### src/rtl/ads1672_sched_pkg.sv
// Shared state encoding and default sizing for the ADS1672 capture sequencer.
// Imported by the scheduler top; the FIFO is generic and does not depend on it.
package ads1672_sched_pkg;

    localparam int ADS_DATA_WIDTH         = 24;
    localparam int DEFAULT_PERIOD_WIDTH   = 16;
    localparam int DEFAULT_FIFO_DEPTH     = 8;
    localparam int DEFAULT_TIMEOUT_CYCLES = 4096;

    typedef enum logic [1:0] {
        ST_IDLE,
        ST_TRIGGER,
        ST_WAIT_DATA,
        ST_HOLDOFF
    } sched_state_t;

endpackage

### src/rtl/ads1672_sample_fifo.sv
// Synchronous sample buffer, power-of-two depth, one push and one pop per cycle.
// Latency: a pushed word appears on pop_data/!empty the following cycle.
// Backpressure: a push into a full buffer is dropped (drop=1) unless a pop happens the same cycle.
module ads1672_sample_fifo #(
    parameter int DATA_WIDTH = 24,
    parameter int DEPTH      = 8
) (
    input  logic                    clk,
    input  logic                    rst,
    input  logic                    push,
    input  logic [DATA_WIDTH-1:0]   push_data,
    input  logic                    pop,
    output logic [DATA_WIDTH-1:0]   pop_data,
    output logic [$clog2(DEPTH):0]  count,
    output logic                    empty,
    output logic                    drop
);

    localparam int AW = $clog2(DEPTH);
    localparam logic [AW:0]   FULL_COUNT = (AW + 1)'(DEPTH);
    localparam logic [AW:0]   CNT_ONE    = (AW + 1)'(1);
    localparam logic [AW-1:0] PTR_ONE    = AW'(1);

    logic [DATA_WIDTH-1:0] mem_q [DEPTH];
    logic [DATA_WIDTH-1:0] mem_d [DEPTH];
    logic [AW-1:0]         wr_ptr_q, wr_ptr_d;
    logic [AW-1:0]         rd_ptr_q, rd_ptr_d;
    logic [AW:0]           count_q, count_d;
    logic                  full, push_ok, pop_ok;

    always_comb begin
        full     = (count_q == FULL_COUNT);
        empty    = (count_q == '0);
        pop_ok   = pop && !empty;
        // a full buffer still takes a word when the head leaves in the same cycle
        push_ok  = push && (!full || pop_ok);
        drop     = push && !push_ok;
        mem_d    = mem_q;
        wr_ptr_d = wr_ptr_q;
        rd_ptr_d = rd_ptr_q;
        count_d  = count_q;
        if (push_ok) begin
            mem_d[wr_ptr_q] = push_data;
            wr_ptr_d        = wr_ptr_q + PTR_ONE;
        end
        if (pop_ok) begin
            rd_ptr_d = rd_ptr_q + PTR_ONE;
        end
        case ({push_ok, pop_ok})
            2'b10:   count_d = count_q + CNT_ONE;
            2'b01:   count_d = count_q - CNT_ONE;
            default: count_d = count_q;
        endcase
    end

    always_ff @(posedge clk) begin
        if (rst) begin
            for (int i = 0; i < DEPTH; i++) begin
                mem_q[i] <= '0;
            end
            wr_ptr_q <= '0;
            rd_ptr_q <= '0;
            count_q  <= '0;
        end else begin
            mem_q    <= mem_d;
            wr_ptr_q <= wr_ptr_d;
            rd_ptr_q <= rd_ptr_d;
            count_q  <= count_d;
        end
    end

    assign pop_data = mem_q[rd_ptr_q];
    assign count    = count_q;

endmodule

### src/rtl/ads1672_sample_scheduler.sv
// ADS1672 capture sequencer: paced measure pulses, burst counting, sample buffering (watchdog: ADS1672_SCHED_TIMEOUT_EN).
// Latency: measure one cycle after arm; a returned sample is on m_data/m_valid one cycle after adc_valid.
// Backpressure: m_ready stalls the buffer only; conversions keep pace and samples arriving at a full buffer are dropped (overflow).
module ads1672_sample_scheduler
    import ads1672_sched_pkg::*;
#(
    parameter int DATA_WIDTH     = ADS_DATA_WIDTH,
    parameter int PERIOD_WIDTH   = DEFAULT_PERIOD_WIDTH,
    parameter int FIFO_DEPTH     = DEFAULT_FIFO_DEPTH,
    parameter int TIMEOUT_CYCLES = DEFAULT_TIMEOUT_CYCLES
) (
    input  logic                          clk,
    input  logic                          rst,
    input  logic                          arm,
    input  logic                          abort,
    input  logic [PERIOD_WIDTH-1:0]       period,
    input  logic [7:0]                    burst_len,
    output logic                          measure,
    input  logic                          adc_valid,
    input  logic [DATA_WIDTH-1:0]         adc_data,
    output logic [DATA_WIDTH-1:0]         m_data,
    output logic                          m_valid,
    input  logic                          m_ready,
    output logic [$clog2(FIFO_DEPTH):0]   fifo_count,
    output logic                          busy,
    output logic                          overflow,
    output logic                          timeout
);

    localparam logic [PERIOD_WIDTH-1:0] P_ONE = PERIOD_WIDTH'(1);

    sched_state_t            state_q, state_d;
    logic [PERIOD_WIDTH-1:0] period_q, period_d;
    logic [PERIOD_WIDTH-1:0] ivl_q, ivl_d;
    logic [7:0]              smp_q, smp_d;
    logic                    cont_q, cont_d;
    logic                    ovf_q, ovf_d;
    logic                    start, push, ivl_done;
    logic                    fifo_empty, fifo_drop;

`ifdef ADS1672_SCHED_TIMEOUT_EN
    localparam int WW = $clog2(TIMEOUT_CYCLES + 1);
    localparam logic [WW-1:0] WD_LAST = WW'(TIMEOUT_CYCLES - 1);
    logic [WW-1:0] wd_q, wd_d;
    logic          tmo_q, tmo_d;
`endif

    always_comb begin
        state_d  = state_q;
        period_d = period_q;
        smp_d    = smp_q;
        cont_d   = cont_q;
        start    = 1'b0;
        push     = 1'b0;
        measure  = 1'b0;
        // ivl_q holds cycles elapsed since the last measure, saturating at the period
        ivl_done = (ivl_q >= period_q - P_ONE);
        if (state_q == ST_TRIGGER) begin
            ivl_d = P_ONE;
        end else if (ivl_q < period_q) begin
            ivl_d = ivl_q + P_ONE;
        end else begin
            ivl_d = ivl_q;
        end
`ifdef ADS1672_SCHED_TIMEOUT_EN
        tmo_d = tmo_q;
        wd_d  = (state_q == ST_WAIT_DATA) ? wd_q + WW'(1) : '0;
`endif
        if (abort) begin
            state_d = ST_IDLE;
        end else begin
            case (state_q)
                ST_IDLE: begin
                    if (arm) begin
                        start    = 1'b1;
                        state_d  = ST_TRIGGER;
                        period_d = (period == '0) ? P_ONE : period;
                        smp_d    = burst_len;
                        cont_d   = (burst_len == 8'd0);
`ifdef ADS1672_SCHED_TIMEOUT_EN
                        tmo_d    = 1'b0;
`endif
                    end
                end
                ST_TRIGGER: begin
                    measure = 1'b1;
                    state_d = ST_WAIT_DATA;
                end
                ST_WAIT_DATA: begin
                    if (adc_valid) begin
                        push = 1'b1;
                        if (!cont_q) begin
                            smp_d = smp_q - 8'd1;
                        end
                        if (!cont_q && smp_q == 8'd1) begin
                            state_d = ST_IDLE;
                        end else if (ivl_done) begin
                            state_d = ST_TRIGGER;
                        end else begin
                            state_d = ST_HOLDOFF;
                        end
                    end
`ifdef ADS1672_SCHED_TIMEOUT_EN
                    else if (wd_q == WD_LAST) begin
                        tmo_d   = 1'b1;
                        state_d = ST_TRIGGER;
                    end
`endif
                end
                ST_HOLDOFF: begin
                    if (ivl_done) begin
                        state_d = ST_TRIGGER;
                    end
                end
                default: state_d = ST_IDLE;
            endcase
        end
    end

    always_comb begin
        ovf_d = start ? 1'b0 : (ovf_q | fifo_drop);
    end

    always_ff @(posedge clk) begin
        if (rst) begin
            state_q  <= ST_IDLE;
            period_q <= P_ONE;
            ivl_q    <= '0;
            smp_q    <= '0;
            cont_q   <= 1'b0;
            ovf_q    <= 1'b0;
        end else begin
            state_q  <= state_d;
            period_q <= period_d;
            ivl_q    <= ivl_d;
            smp_q    <= smp_d;
            cont_q   <= cont_d;
            ovf_q    <= ovf_d;
        end
    end

`ifdef ADS1672_SCHED_TIMEOUT_EN
    always_ff @(posedge clk) begin
        if (rst) begin
            wd_q  <= '0;
            tmo_q <= 1'b0;
        end else begin
            wd_q  <= wd_d;
            tmo_q <= tmo_d;
        end
    end

    assign timeout = tmo_q;
`else
    // no watchdog in this build: timeout can never assert
    assign timeout = 1'b0 & (TIMEOUT_CYCLES < 0);
`endif

    ads1672_sample_fifo #(
        .DATA_WIDTH (DATA_WIDTH),
        .DEPTH      (FIFO_DEPTH)
    ) u_fifo (
        .clk       (clk),
        .rst       (rst),
        .push      (push),
        .push_data (adc_data),
        .pop       (m_ready),
        .pop_data  (m_data),
        .count     (fifo_count),
        .empty     (fifo_empty),
        .drop      (fifo_drop)
    );

    assign m_valid  = !fifo_empty;
    assign busy     = (state_q != ST_IDLE);
    assign overflow = ovf_q;

endmodule

### config.mk
export PLATFORM = sky130hd
export DESIGN_NAME = ads1672_sample_scheduler
export DESIGN_NICKNAME = d
export VERILOG_FILES = /design/src/rtl/ads1672_sched_pkg.sv /design/src/rtl/ads1672_sample_fifo.sv /design/src/rtl/ads1672_sample_scheduler.sv
export SDC_FILE = /design/constraint.sdc
export NUM_CORES = 1
export LEC_CHECK = 0
export ABC_AREA = 1
export CORE_MARGIN = 4
export CORE_UTILIZATION = 55
export CTS_CLUSTER_SIZE = 8
export DETAILED_ROUTE_END_ITERATION = 8
export PLACE_DENSITY = 0.75
export SYNTH_ARGS = -nofsm -noshare
export SYNTH_HDL_FRONTEND = slang
export SYNTH_SLANG_ARGS = --single-unit
### constraint.sdc
create_clock -name clk -period 4.9 [get_ports clk]
set_input_delay 0.49 -clock clk [delete_from_list [all_inputs] [get_ports clk]]
set_output_delay 0.49 -clock clk [all_outputs]
set_load 0.02 [all_outputs]
Word level (Yosys, flattened, before mapping)
Index checks and enable logic that the tools add are counted.
{"block": "classes", "n_eq_ne": 11, "reduce_logical": 24, "muxes": 28, "n_bitwise": 4, "order_cmp": 5, "add_sub_neg": 7}
{"cell": "192-bit bitwise mux", "count": 1}
{"cell": "24-bit binary-select mux with 3-bit select", "count": 1}
{"cell": "24-bit demux with 3-bit select", "count": 1}
{"cell": "24-bit two-way mux", "count": 3}
{"cell": "8-bit two-way mux", "count": 3}
{"cell": "16-bit by 1-bit adder with 16-bit output, second input constant", "count": 1}
{"cell": "16-bit greater-or-equal comparator", "count": 1}
{"cell": "16-bit logical NOT", "count": 1}
{"cell": "16-bit less-than comparator", "count": 1}
{"cell": "16-bit two-way mux", "count": 1}
{"cell": "8-bit case mux with 2 select lines", "count": 1}
{"cell": "16-bit by 1-bit subtractor with 16-bit output, second input constant", "count": 1}
{"cell": "1-bit two-way mux", "count": 10}
{"cell": "2-bit two-way mux", "count": 5}
{"cell": "8-bit by 1-bit equality test with 1-bit output, second input constant", "count": 1}
{"cell": "4-bit greater-or-equal comparator, second input constant", "count": 2}
{"cell": "8-bit logical NOT", "count": 1}
{"cell": "2-bit inequality test, second input constant", "count": 4}
{"cell": "3-bit inverter with 4-bit output", "count": 2}
{"cell": "2-bit case mux with 4 select lines", "count": 1}
{"cell": "4-bit case mux with 2 select lines", "count": 1}
{"cell": "2-bit nonzero test", "count": 4}
{"cell": "8-bit by 1-bit subtractor with 8-bit output, second input constant", "count": 1}
{"cell": "3-bit by 1-bit adder with 3-bit output, second input constant", "count": 2}
{"cell": "other kinds (16)", "count": 29}
{"block": "word_totals", "regBits": 246, "out_inout_bits": 33, "input_bits": 54, "elab_cells": 97}

Logic depth before layout (Yosys ltp)
Gate-level depths: netlist (run 1).
{"block": "depth", "ltp_word": 8, "mapped_depth": 20, "mapped_depth_nobuf": 20}

By module
From an unflattened synthesis (run 1), not the netlist that was laid out.
{"block": "unflattened", "hier_cells": 2063, "hier_area_um2": 13357.8}
{"mod": "ads1672_sample_fifo", "cells_each": 1589, "n_inst": 1, "seq_area_each_um2": 4043.9, "area_per_inst_um2": 9969.6}
{"mod": "ads1672_sample_scheduler", "cells_each": 474, "n_inst": 1, "seq_area_each_um2": 880.8, "area_per_inst_um2": 3388.2}

Worst setup path before layout (run 1)
No wires, ideal clock.
{"block": "synth_path", "path_type": "register to register", "from": "register period_q[0]", "to": "register state_q[1]", "t_arrival_ns": 2.444, "setup_slack_ns": 2.344, "path_stages_with_launch": 21, "synth_period_minus_slack_ns": 2.556, "n_path_buf": 0, "setup_time_ns": 0.111, "required_time_ns": 4.789, "path_cell_list": "dfxtp_1 > inv_1 > ha_1 > nand3_1 > nor3_2 > nand3_1 > nor2_1 > nand2_1 > nor3_1 > xor2_1 > inv_1 > ha_1 > nand4_1 > nor3_1 > nand2_1 > nand3_1 > nand2_1 > inv_1 > nor2_1 > nor2_1 > nor2_1"}
{"block": "synth_via", "elab_chain_len": 6, "elab_cells_between_ends": 8, "classes_between": "add/sub: 1; order compare: 1; eq/ne: 1; mux: 4; reduce/logical: 1"}
{"item": "start, declared", "line": "ads1672_sample_scheduler.sv:33", "text": "logic [PERIOD_WIDTH-1:0] period_q, period_d;"}
{"item": "start signal, assigned", "line": "ads1672_sample_scheduler.sv:134", "text": "period_q <= period_d;"}
{"item": "16-bit by 1-bit subtractor with 16-bit output *", "line": "ads1672_sample_scheduler.sv:57", "text": "ivl_done = (ivl_q >= period_q - P_ONE);"}
{"item": "16-bit greater-or-equal comparator *", "line": "ads1672_sample_scheduler.sv:57"}
{"item": "2-bit two-way mux", "line": "ads1672_sample_scheduler.sv:97", "text": "end else if (ivl_done) begin"}
{"item": "2-bit two-way mux", "line": "ads1672_sample_scheduler.sv:95", "text": "if (!cont_q && smp_q == 8'd1) begin"}
{"item": "2-bit two-way mux", "line": "ads1672_sample_scheduler.sv:90", "text": "if (adc_valid) begin"}
{"item": "2-bit case mux with 4 select lines", "line": "ads1672_sample_scheduler.sv:72", "text": "case (state_q)"}
{"item": "end signal, assigned", "line": "ads1672_sample_scheduler.sv:133", "text": "state_q <= state_d;"}
{"item": "end, declared", "line": "ads1672_sample_scheduler.sv:32", "text": "sched_state_t state_q, state_d;"}
Every way passes the cells marked *; elsewhere a longest branch is shown, timed or not. The select of a mux whose other input is x is not followed.
A chain may end at the register's enable or synchronous reset.

Worst setup path in the final report (run 1)
{"block": "layout_path", "from": "register u_fifo.rd_ptr_q[0]", "to": "output m_data[15]"}
{"block": "layout_via", "elab_chain_len": 4}
{"item": "start, declared", "line": "ads1672_sample_fifo.sv:27", "text": "logic [AW-1:0] rd_ptr_q, rd_ptr_d;"}
{"item": "start signal, assigned", "line": "ads1672_sample_fifo.sv:67", "text": "rd_ptr_q <= rd_ptr_d;"}
{"item": "3-bit inverter with 4-bit output (implied by the code)", "line": "ads1672_sample_fifo.sv:72", "text": "assign pop_data = mem_q[rd_ptr_q];"}
{"item": "24-bit binary-select mux with 3-bit select", "line": "ads1672_sample_fifo.sv:72"}
{"item": "24-bit two-way mux (implied by the code) (2 in a row)", "line": "ads1672_sample_fifo.sv:72"}
{"item": "end, declared", "line": "ads1672_sample_scheduler.sv:21", "text": "output logic [DATA_WIDTH-1:0] m_data,"}
No other way between the ends. The select of a mux whose other input is x is not followed.

==> key figures, run 1 <==
Worst setup path
  • Origin of the critical flop-to-flop path: state_q[0]
  • Critical Path Fanout Max: 107
  • CP endpoint kind: output pin
  • Required time worst endpoint: 4410 ps
  • WS Path Type: reg -> out
  • Critical Path AT: 3290 ps
  • Crit path launch type: flip-flop
  • Crit path launch: u_fifo.rd_ptr_q[0]

Power and ir drop
  • PD cells: 416.6 nW/um2
  • Maximum VDD drop: 0.3042 mV
  • Static Leakage: 4.922 nW

Clocking
  • CTS root buffer: clkbuf_16
  • CTS tree: built
  • Worst-case clock buffer depth: 3
  • PostCTS Resize Cnt: 0
  • Htree depth: 2
  • CTS Hold Bufs: 0
  • CTS Buf Count: 36
  • Clk_lat worst skew: 520 ps
  • Clock Sinks: 246
  • Clk pin slew, worst setup/hold paths: 50 ps
  • Post-CTS setup buffer count: 0

Synth
  • Seq/Total Area, Yosys: 0.4034
  • Post-synth ARST share: 0
  • Post-synth cell types: 44
  • Mapped Cells: 1,642
  • Warnings from Yosys: 0
  • Post-synth top flop: dfxtp_1
  • Adder-cell share of the synthesized area: 0.04776
  • Post-synth EDFFs: 0
  • Syn Area/Cell: 7.435 um2
  • Yosys top cell area share: 0.4034
  • Cell Area, Synth: 12,210 um2
  • FF+latch count, synth: 246
  • XOR/XNOR share of the synthesized area: 0.02009
  • Post-Synth Simple-Gate Area: 0.09747
  • Synth area leader: dfxtp_1
  • Synth top area cells: dfxtp_1 (40%), a21oi_1 (12%), o21ai_0 (12%), inv_1 (8.2%), nand2_1 (4.6%)
  • Syn_nets: 1,742
  • Largest family of logic cells by synthesized area: compound AO/OA/AOI/OAI gates
  • Mux cell area share after synthesis: 0
  • Compound-cell area share of the yosys netlist: 0.2974

Cells and area
  • Post-route cell area: 13,860 um2
  • # diodes: 0
  • Area growth syn-to-layout: 13.53%
  • # fillers: 1,926
  • Seq. cell area: 4928 um2
  • Fin nets: 1,770
  • Multi-input logic area: 5653 um2
  • Fraction of layout cells with a size suffix above 1: 0.05376

Routing
  • TritonRoute pass-1 iters: 5
  • Antenna viol nets, final: 0
  • Final wirelength: 29.99 mm
  • DRC violations left: 0
  • Initial drt markers: 766
  • Wire length per cell: 15.35 um
  • Via-to-Cell Ratio: 5.496
  • Vias: 10,740

Placed design
  • RD Place Congestion: 0.8774
  • DP Area: 12,900 um2
  • Post-DP HPWL: 19.09 mm
  • # port buffers: 85

Timing
  • Final Cycle Share: 0.7705
  • Final setup vio count: 0
  • Slew headroom: 0.2738
  • Fin crit period: 3776 ps
  • Final hold vios: 0
  • Worst clock skew: 16.31 ps
  • Slew @ Worst Pin: 1089 ps
  • Max Clock Freq: 264.9 MHz
  • Setup TNS: 0 ps
  • WHS: 439.7 ps
  • Final Slew Violations: 0
  • Unrepaired setup endpoints after global routing: false

Global routing
  • GRT Util Overall: 0.2402
  • Largest net degree at the start of global routing: 129
  • Antenna violations before repair: 0
  • Vias in the first global route: 9,651
  • Total gr overflow: 0
  • First-pass GRT wire length: 49.00 mm

Floorplanning
  • I/O pin cnt: 87
  • Chip width: 157.0 um
  • Core area: 21,820 um2
  • DIE HEIGHT: 157.0 um
  • Num rows: 54
  • Die area: 24,640 um2
  • Initial Utilization: 0.5594

Run status
  • Outcome: finished, final reports clean

Flow run
  • Max cap viols: 0

Min path
  • Worst hold path class: reg -> reg
  • Hold path start: u_fifo.mem_q[174]
state kept, by name (all words and copies together) (netlist names):
name             flops
ivl_q               16
overflow             1
period_q            16
state_q              2
u_fifo.mem_q       192
u_fifo.count         4
u_fifo.wr_ptr_q      3
u_fifo.rd_ptr_q      3
cont_q               1
smp_q                8
path summary, 6_finish.rpt:
check             slack [ps]  cells past startpoint           endpoint
setup / recovery        1120                      6         m_data[15]
hold / removal           440                      2  u_fifo.mem_q[174]
setup reg to reg        1510                      9    u_fifo.mem_q[7]
hold reg to reg          440                      2  u_fifo.mem_q[174]
where the power goes:
part	leakage [nW]	internal (W)	switching, W	total (W)
sequential	1.99	0.00205	0.0000517	0.00210
clock	0.468	0.00131	0.000852	0.00216
combinational	2.47	0.000542	0.000970	0.00151
total	4.92	0.00390	0.00187	0.00577
synth_stat cells, types with 8 or more instances:
library cell and instances:
a21oi_1 295, a21oi_2 15, a221oi_1 24, a31oi_1 28, buf_2 11, buf_4 19
buf_6 16, clkbuf_1 59, dfxtp_1 246, ha_1 45, inv_1 268, nand2_1 151
nand3_1 21, nand4_1 9, nor2_1 40, nor3_1 11, nor4_1 8, o21ai_0 293
o21ai_1 13, xor2_1 21
layer usage:
metal	part of all wire	global-route usage
met1	0.49	0.3555
met2	0.44	0.3675
met4	0.016	0.05620
met3	0.047	0.04097
met5	0	0
layout make-up:
type	instances	share of cell area
repair buffers	98	0.06843
multi-input cells	1017	0.4079
well taps	280	0.02528
clock buffers	39	0.06581
flip-flops and latches	246	0.3556
inverters	271	0.07376
clock inverters	3	0.003250
critical path: stages, from the launching register on:
cell	delay, ps
dfxtp_4	420
buf_4	800
nand2_1	100
o21ai_0	120
a221oi_1	110
a31oi_1	470
clkdlybuf4s50_1	720
cell usage in the layout (no fill, tap or decap), types with 28 or more instances in the layout:
cell type and count:
a21oi_1 295, a31oi_1 28, clkbuf_16 36, clkdlybuf4s50_1 85, dfxtp_1 245, ha_1 45, inv_1 266, nand2_1 151
nor2_1 40, o21ai_0 293
logic make-up after synthesis:
family,count (synthesis)
compound gates,682
buf+inv,379
fa+ha+maj,46
simple gates,260
flops,246
other cells,1
xor+xnor,28
metrics by stage:
step / setup slack, ps / utilization / power (W) / std cells
2_1_floorplan: 2344 / - / 0.003055 / 1642
3_3_place_gp: 1703 / 0.5912 / 0.003625 / 1912
3_5_place_dp: 1605 / 0.5912 / 0.003631 / 1912
4_1_cts: 1160 / 0.6351 / 0.005803 / 1954
5_1_grt: 965.2 / 0.6351 / 0.006046 / 1954
6_report: 1124 / 0.6351 / 0.005773 / 1954
Power figures use the tool's default switching activity.
==> run 2, diff against run 1 <==
--- a/config.mk
+++ b/config.mk
@@ -7,10 +7,10 @@
 export LEC_CHECK = 0
 export ABC_AREA = 1
 export CORE_MARGIN = 4
-export CORE_UTILIZATION = 55
+export CORE_UTILIZATION = 54
 export CTS_CLUSTER_SIZE = 8
 export DETAILED_ROUTE_END_ITERATION = 8
-export PLACE_DENSITY = 0.75
+export PLACE_DENSITY = 0.77
 export SYNTH_ARGS = -nofsm -noshare
 export SYNTH_HDL_FRONTEND = slang
 export SYNTH_SLANG_ARGS = --single-unit
==> constraint.sdc (replaced) <==
create_clock -name clk -period 3.13 [get_ports clk]
set_input_delay 0.313 -clock clk [delete_from_list [all_inputs] [get_ports clk]]
set_output_delay 0.313 -clock clk [all_outputs]
set_load 0.02 [all_outputs]
==> key figures, run 2 (synthesized netlist as in run 1, its figures left out) <==
Placed design
  • RD Place Congestion: 0.8883
  • Post-DP HPWL: 19.60 mm
  • # port buffers: 85
  • Dpl ws: 240.4 ps

Timing
  • Final setup vio count: 0
  • Final worst slack: 129.7 ps
  • Fin crit period: 3000 ps
  • Slew @ Worst Pin: 852.4 ps
  • Worst clock skew: 15.20 ps
  • Max Clock Freq: 333.3 MHz
  • WHS: 406.0 ps
  • Final hold vios: 0
  • Slew headroom: 0.4317
  • Final Cycle Share: 0.9586
  • Setup TNS: 0 ps
  • Final Slew Violations: 0

Cells and area
  • Most frequent cells in the layout: a21oi_1 (295), o21ai_0 (292), inv_1 (263)
  • Final core occ: 0.6419
  • # fillers: 1,893
  • Largest registers: u_fifo.mem_q: 192 flops, ivl_q: 16 flops, period_q: 16 flops
  • Most common cell after layout, fill and taps aside: a21oi_1
  • Fraction of layout cells with a size suffix above 1: 0.07434
  • Max reg flops: 192
  • Fin nets: 1,792
  • Top reg by flops: u_fifo.mem_q
  • # diodes: 0
  • Area growth syn-to-layout: 15.81%

Worst setup path
  • Buf+Inv Stages, Crit Path: 2
  • Origin of the critical flop-to-flop path: period_q[4]
  • Critical R2R Capture: state_q[0]
  • Critical path depth in cells: 6
  • Critical Path AT: 2690 ps
  • Delay-heaviest family, CP: buffers and inverters
  • Crit path capture: m_data[11]
  • CP cell instances: buf_6 -> nand2_1 -> o21ai_0 -> a221oi_1 -> a31oi_1 -> clkdlybuf4s50_1
  • Required time worst endpoint: 2820 ps
  • Crit path launch: u_fifo.rd_ptr_q[0]
  • Crit path launch type: flip-flop
  • WS Path Type: reg -> out
  • Critical Path Fanout Max: 35
  • Flop2flop setup slack: 220 ps
  • Worst Reg-to-Reg Cells: 18
  • CP endpoint kind: output pin
  • Critical path's largest stage delay: 690 ps
  • Slowest library cell on the worst path: clkdlybuf4s50_1

Global routing
  • GRT Util Overall: 0.2479
  • Largest net degree at the start of global routing: 206
  • Vias in the first global route: 10,320
  • First-pass GRT wire length: 51.31 mm
  • Antenna violations before repair: 0
  • Total gr overflow: 0

Floorplanning
  • DIE HEIGHT: 158.4 um
  • I/O pin cnt: 87
  • Core area: 22,030 um2
  • Num rows: 54
  • Die area: 25,080 um2
  • Initial Utilization: 0.5542
  • Chip width: 158.4 um

Clocking
  • Clk pin slew, worst setup/hold paths: 50 ps
  • Htree depth: 2
  • Clock Sinks: 246
  • Worst-case clock buffer depth: 3
  • CTS root buffer: clkbuf_16
  • CTS tree: built
  • Clk_lat worst skew: 510 ps
  • CTS Buf Count: 36

Routing
  • Initial drt markers: 868
  • Vias: 11,020
  • Antenna viol nets, final: 0
  • Final wirelength: 31.55 mm
  • Wire length per cell: 15.97 um
  • DRC violations left: 0
  • Via-to-Cell Ratio: 5.580
  • TritonRoute pass-1 iters: 5

Power and ir drop
  • Combinational share of power: 0.269
  • Static Leakage: 5.043 nW
  • Total Power: 0.009186 W
  • Clock power share: 0.370
  • Maximum VDD drop: 0.5177 mV
  • Cell-internal power: 0.006190 W
  • Seq pwr share: 0.361
  • PD cells: 649.7 nW/um2
  • Sw Pwr: 0.002996 W
  • Switch share: 0.3261

Run status
  • Outcome: finished, final reports clean

Flow run
  • Max cap viols: 0

Min path
  • Worst hold path class: in -> reg
==> run 2: stage by stage <==
| stage | instance area, um2 | cells |
|---|---|---|
| global placement | 13080 | 1931 |
| CTS | 14050 | 1972 |
| detailed placement | 13080 | 1931 |
| global route | 14140 | 1975 |
| floorplan | 12210 | 1642 |
| finish | 14140 | 1975 |
==> run 2: layer usage <==
metal	share of wire	vias up	track usage
li1	-	5589	-
met1	0.47	5106	0.3448
met2	0.47	277	0.4012
met3	0.050	49	0.03968
met4	0.017	0	0.06986
met5	0	-	0
==> run 2: power groups by stage <==
stage	clock network, W	logic (W)	registers, W
final	0.00340	0.00247	0.00332
after global routing	0.00359	0.00267	0.00332
after CTS	0.00344	0.00244	0.00331
after detailed placement	0	0.00242	0.00337
after global placement	0	0.00238	0.00337
after floorplan	0	0.00145	0.00333
==> run 2: worst min-delay path, cell delays in order <==
cell and delay [ps]:
clkdlybuf4s50_1 420, nand2_1 70, o21ai_0 60
==> run 2: timing repair <==
item / CTS / global route
pin swaps: 0 / 9
buffers inserted: 0 / 3
gates resized for setup: 1 / 20
hold buffers: 0 / 0
endpoints found under the setup margin: 5 / 12
==> run 2: cell type report <==
type / count / area (um2) / area share
timing repair buffer: 120 / 1155 / 0.08168
tap: 280 / 350.3 / 0.02478
multi-input combinational: 1017 / 5714 / 0.4042
sequential: 246 / 4930 / 0.3487
inverter: 271 / 1026 / 0.07257
clock inverter: 3 / 45.04 / 0.003186
clock buffer: 38 / 918.4 / 0.06496
==> run 2: how the worst min path moves through the flow <==
stage	cells past startpoint	endpoint	slack (ps)	startpoint
final	3	period_q[8]	410	period[8]
after global routing	3	period_q[9]	430	period[9]
after floorplan	2	u_fifo.mem_q[119]	420	u_fifo.mem_q[119]
after CTS	3	period_q[15]	400	period[15]
after detailed placement	2	u_fifo.mem_q[175]	430	u_fifo.mem_q[175]
after global placement	2	u_fifo.mem_q[116]	430	u_fifo.mem_q[116]
